===== config.mk =====
export PLATFORM = sky130hd
export DESIGN_NAME = mvm_postproc
export DESIGN_NICKNAME = d
export VERILOG_FILES = /design/src/rtl/nn_pkg.sv /design/src/rtl/elem_postproc.sv /design/src/rtl/mvm_postproc.sv
export SDC_FILE = /design/constraint.sdc
export NUM_CORES = 1
export LEC_CHECK = 0
export ABC_AREA = 1
export BUFFER_PORTS_ARGS = -buffer_cell sky130_fd_sc_hd__buf_2
export CORE_MARGIN = 8
export CORE_UTILIZATION = 45
export CTS_BUF_LIST = sky130_fd_sc_hd__clkbuf_16
export CTS_CLUSTER_SIZE = 28
export DETAILED_ROUTE_END_ITERATION = 16
export PLACE_DENSITY = 0.81
export SLEW_MARGIN = 20
export SYNTH_ARGS = -nofsm -noshare
export SYNTH_HDL_FRONTEND = slang
export SYNTH_SLANG_ARGS = --single-unit

===== constraint.sdc =====
create_clock -name clk -period 1.4 [get_ports clk]
set_input_delay 0.21 -clock clk [delete_from_list [all_inputs] [get_ports clk]]
set_output_delay 0.21 -clock clk [all_outputs]
set_load 0.05 [all_outputs]

===== src/rtl/nn_pkg.sv =====
// Shared definitions for the neural-network datapath blocks.
package nn_pkg;

  // Width of the scratch arithmetic used by sat_add; element widths up to SAT_W-1.
  localparam int unsigned SAT_W = 32;

  typedef enum logic [1:0] {
    IDLE,
    STREAM,
    DONE
  } pp_state_t;

  // Clamp a sign-extended sum to the signed range of a width-bit element.
  function automatic logic signed [SAT_W-1:0] sat_add(
    input logic signed [SAT_W-1:0] sum,
    input int unsigned             width
  );
    logic signed [SAT_W-1:0] hi;
    logic signed [SAT_W-1:0] lo;
    hi = (32'sd1 <<< (width - 1)) - 32'sd1;
    lo = -hi - 32'sd1;
    if (sum > hi) begin
      return hi;
    end else if (sum < lo) begin
      return lo;
    end
    return sum;
  endfunction

endpackage


===== src/rtl/elem_postproc.sv =====
// Combinational per-element post-processing: bias add, saturation, optional ReLU.
module elem_postproc
  import nn_pkg::*;
#(
  parameter int unsigned WIDTH   = 8,
  parameter bit          RELU_EN = 1'b1
) (
  input  logic [WIDTH-1:0] result,
  input  logic [WIDTH-1:0] bias,
  output logic [WIDTH-1:0] elem
);

  logic signed [WIDTH:0]   sum;
  logic signed [SAT_W-1:0] sat;

  // Full-precision add, clamp to element range, then clamp negatives when ReLU is on.
  always_comb begin
    sum  = $signed({result[WIDTH-1], result}) + $signed({bias[WIDTH-1], bias});
    sat  = sat_add({{(SAT_W - WIDTH - 1){sum[WIDTH]}}, sum}, WIDTH);
    elem = sat[WIDTH-1:0];
    if (RELU_EN && (sat < 0)) begin
      elem = '0;
    end
  end

endmodule


===== src/rtl/mvm_postproc.sv =====
// Output stage after the matrix-vector multiplier: captures the result vector,
// applies per-row bias/saturation/ReLU and streams the rows over valid/ready.
module mvm_postproc
  import nn_pkg::*;
#(
  parameter int unsigned MATRIX_ROWS = 3,
  parameter int unsigned WIDTH       = 8,
  parameter bit          RELU_EN     = 1'b1,
  localparam int unsigned IDX_W      = (MATRIX_ROWS > 1) ? $clog2(MATRIX_ROWS) : 1
) (
  input  logic                         clk,
  input  logic                         reset,
  input  logic                         capture,
  input  logic [MATRIX_ROWS*WIDTH-1:0] result_vector,
  input  logic [MATRIX_ROWS*WIDTH-1:0] bias_vector,
  output logic                         busy,
  output logic                         out_valid,
  input  logic                         out_ready,
  output logic [WIDTH-1:0]             out_data,
  output logic [IDX_W-1:0]             out_index,
  output logic                         out_last,
  output logic                         done
);

  localparam logic [IDX_W-1:0] LAST_IDX = IDX_W'(MATRIX_ROWS - 1);

  pp_state_t        state;
  logic [IDX_W-1:0] index;
  logic [WIDTH-1:0] proc   [MATRIX_ROWS];
  logic [WIDTH-1:0] buffer [MATRIX_ROWS];

  // One processing lane per row; row 0 sits in the most significant slice.
  for (genvar g = 0; g < MATRIX_ROWS; g++) begin : g_lane
    elem_postproc #(
      .WIDTH  (WIDTH),
      .RELU_EN(RELU_EN)
    ) u_elem (
      .result(result_vector[(MATRIX_ROWS - g) * WIDTH - 1 -: WIDTH]),
      .bias  (bias_vector[(MATRIX_ROWS - g) * WIDTH - 1 -: WIDTH]),
      .elem  (proc[g])
    );
  end

  assign out_index = index;
  assign out_data  = buffer[index];

  // Capture/stream/done sequencer with registered handshake and status outputs.
  always_ff @(posedge clk or posedge reset) begin
    if (reset) begin
      state     <= IDLE;
      index     <= '0;
      busy      <= 1'b0;
      out_valid <= 1'b0;
      out_last  <= 1'b0;
      done      <= 1'b0;
      for (int unsigned i = 0; i < MATRIX_ROWS; i++) begin
        buffer[i] <= '0;
      end
    end else begin
      done <= 1'b0;
      case (state)
        IDLE: begin
          if (capture) begin
            for (int unsigned i = 0; i < MATRIX_ROWS; i++) begin
              buffer[i] <= proc[i];
            end
            index     <= '0;
            state     <= STREAM;
            busy      <= 1'b1;
            out_valid <= 1'b1;
            out_last  <= (LAST_IDX == '0);
          end
        end
        STREAM: begin
          if (out_ready) begin
            if (index == LAST_IDX) begin
              state     <= DONE;
              busy      <= 1'b0;
              out_valid <= 1'b0;
              out_last  <= 1'b0;
              done      <= 1'b1;
            end else begin
              index    <= index + IDX_W'(1);
              out_last <= ((index + IDX_W'(1)) == LAST_IDX);
            end
          end
        end
        DONE: begin
          state <= IDLE;
        end
        default: begin
          state <= IDLE;
        end
      endcase
    end
  end

endmodule


==> out/metrics.yaml <==
status: "complete, but fails checks"
violations: "negative setup slack"
ir_drop_uv: 1440
critPathSlowestCell: "dfrtp_4"
relSlewSlack: 0.743
placementRows: 27
rr_startpoint: "state[0]"
synth.yosys.warnings: 0
detailed_place_hpwl_mm: 5.44
max_cap_violations: 0
cp_slowest_stage_delay_ns: 0.53
end_kind: "primary output"
fin_ws_ns: -0.254
setup_viol_count_final: 14
core_um2: 5540
max_freq_mhz: 605
final.min_clock_period_ns: 1.65
track_usage: 0.165
ioPinCount: 66
post-place-ws_ns: -0.332
leakagePower_nw: 2.20
cts.htree.levels: 2
syn-num-nets: 468
drc: 0
hp-class: "in2async"
finalCritPeriodShare: 1.18
ys_ff_latch: 31
power_density_nw_per_um2: 1700
crit_chain: "o21ai_0 -> o21ai_4 -> buf_8"
vias: 2881
nets: 585
drt_wl_total_mm: 7.57
critPathKind: "reg2out"
path_buf_inv: 1
fin_util: 0.754
design.die.area_um2: 8470
io_buffers: 65
drtPass1Iterations: 4
cts_buffer_depth: 2
die_x_um: 92.0
crit_family: "flip-flops"
synth.top_cells.by_area: "dfrtp_1, nand2_1, ha_1"
cts_tree: "built"
worstReg2RegEnd: "buffer[10]"
cp.required_ns: 1.19
seq_area_frac_synth: 0.298
slew_viol_final: 0
yosysTopAreaCell: "dfrtp_1"
drive_above_1_share: 0.444
avgSynthCellArea_um2: 6.72
finalHoldViolCount: 0
crit_arrival_ns: 1.44
antenna_found_initial: 0
rrSetupSlack_ns: 0.05
rsz0062_at_grt: "yes"
tightest_slew_ns: 0.381
worst_setup_path_start_kind: "flop"
synth_area_um2: 2600
drtIter0Drc: 125
syn_to_final_growth_pct: 60.6
grt_start_max_net_pins: 32
postRouteAntennaNets: 0
syn_inst: 387
grt_pass1_vias: 2826
cts_sinks: 31
start_util: 0.469
via_per_inst: 4.99
grt_overflow_total: 0
globalplace.congestion: 0.823
antenna_cells: 0
ff2ff_path_depth: 5
clkLatencyLatePin_ns: 0.28
cts_made_buffers: 5
grt_pass1_wl_mm: 11.7
cp_max_fo: 6
clkTransAtPathRegs_ns: 0.05
synth_top_area_share: 0.298
routedWlPerCell_um: 13.1
hold_ws_ns: 0.000779
synth_cell_types: 27
cts-root-buf: "clkbuf_16"
die_h_um: 92.0
fin_skew_ns: 0.00297
[worst reg2reg max path, cell delays in order, from the launching register on]
cell and delay, ns:
dfrtp_2 0.44, nor3_4 0.27, inv_4 0.15, a21oi_4 0.26
nand2_1 0.10, nand2_1 0.08
[cell usage after synthesis]
cell / count
inv_1: 46
clkinv_1: 2
nor3_1: 2
dfrtp_1: 31
fa_1: 3
inv_2: 1
nor2_4: 1
o31ai_1: 1
nand2_1: 157
a21oi_1: 12
nand2_2: 1
xnor2_1: 8
buf_2: 4
nand4_1: 5
nand3_1: 25
ha_1: 26
nor3_4: 1
xor2_1: 2
nor2_1: 25
o22ai_1: 1
o21ai_0: 26
a21oi_2: 1
and2_1: 1
nand3b_1: 2
buf_4: 1
a21oi_4: 1
or2_1: 1
[flip-flops by register name, indices dropped and copies added (netlist names)]
register and flops:
state 2, out_index 2, out_last 1, out_valid 1
done 1, buffer 24
[layer usage]
layer / share of wire / track usage / vias to the layer above / wire length, µm
met5: 0 / 0 / - / 0
met4: 0.0098 / 0.0497 / 0 / 74
met3: 0.052 / 0.0432 / 6 / 391
met2: 0.52 / 0.297 / 76 / 3960
met1: 0.41 / 0.184 / 1336 / 3140
li1: - / - / 1463 / -
[timing repair]
| action | CTS | global route |
|---|---|---|
| pin swaps | 4 | 37 |
| setup buffers | 3 | 3 |
| gates resized for setup | 38 | 79 |
| cloned | 0 | 1 |
| setup endpoints to repair | 18 | 31 |
| hold buffers | 0 | 0 |
[power breakdown]
group | switching, W | internal (W)
Sequential | 0.000327 | 0.00126
Combinational | 0.00258 | 0.00173
Clock | 0.000369 | 0.000827
Total | 0.00327 | 0.00382
[layout make-up]
| class | instances | area (µm²) |
|---|---|---|
| inverters | 49 | 201 |
| fillers | 403 | 1370 |
| flip-flops and latches | 31 | 782 |
| well taps | 72 | 90.1 |
| clock inverters | 3 | 38.8 |
| clock buffers | 5 | 125 |
| repair buffers | 115 | 832 |
| multi-input cells | 302 | 2110 |
[logic make-up (layout without fill, tap and decap cells)]
group	count (synthesis)	in the layout	synth area share
xor+xnor	10	10	0.0337
compound gates	42	42	0.0881
fa+ha+maj	29	29	0.148
buf+inv	54	172	0.0813
simple gates	221	221	0.350
flops	31	31	0.298
[how the worst max path moves through the flow]
stage,from,endpoint,slack [ns],depth (start not counted)
finish,out_index[0],out_data[6],-0.25,3
global placement,result_vector[16],buffer[20],-0.21,13
global route,out_index[0],out_data[6],-0.29,3
CTS,out_index[0],out_data[0],-0.24,5
floorplan,out_index[1],out_data[7],-0.11,3
detailed placement,result_vector[8],buffer[9],-0.33,13
[placed cells by master, fill, tap and decap left out, drive strengths merged, types with 2 or more instances in the layout]
master / instances
clkinv: 3
nor2: 26
ha: 26
nor3: 3
xor2: 2
a21oi: 14
nand2: 158
fa: 3
o21ai: 26
nand3b: 2
dfrtp: 31
buf: 114
inv: 48
xnor2: 8
nand4: 5
clkbuf: 6
nand3: 25
[through the flow]
step	cells	TNS (ns)	power, W	area (µm²)
2_1_floorplan	387	-0.925	0.00395	2800
3_3_place_gp	564	-4.10	0.00485	3520
3_5_place_dp	564	-5.50	0.00495	3520
4_1_cts	574	-1.77	0.00657	3800
5_1_grt	577	-2.67	0.00750	4180
6_report	577	-1.92	0.00709	4180
Power figures use the tool's default switching activity.
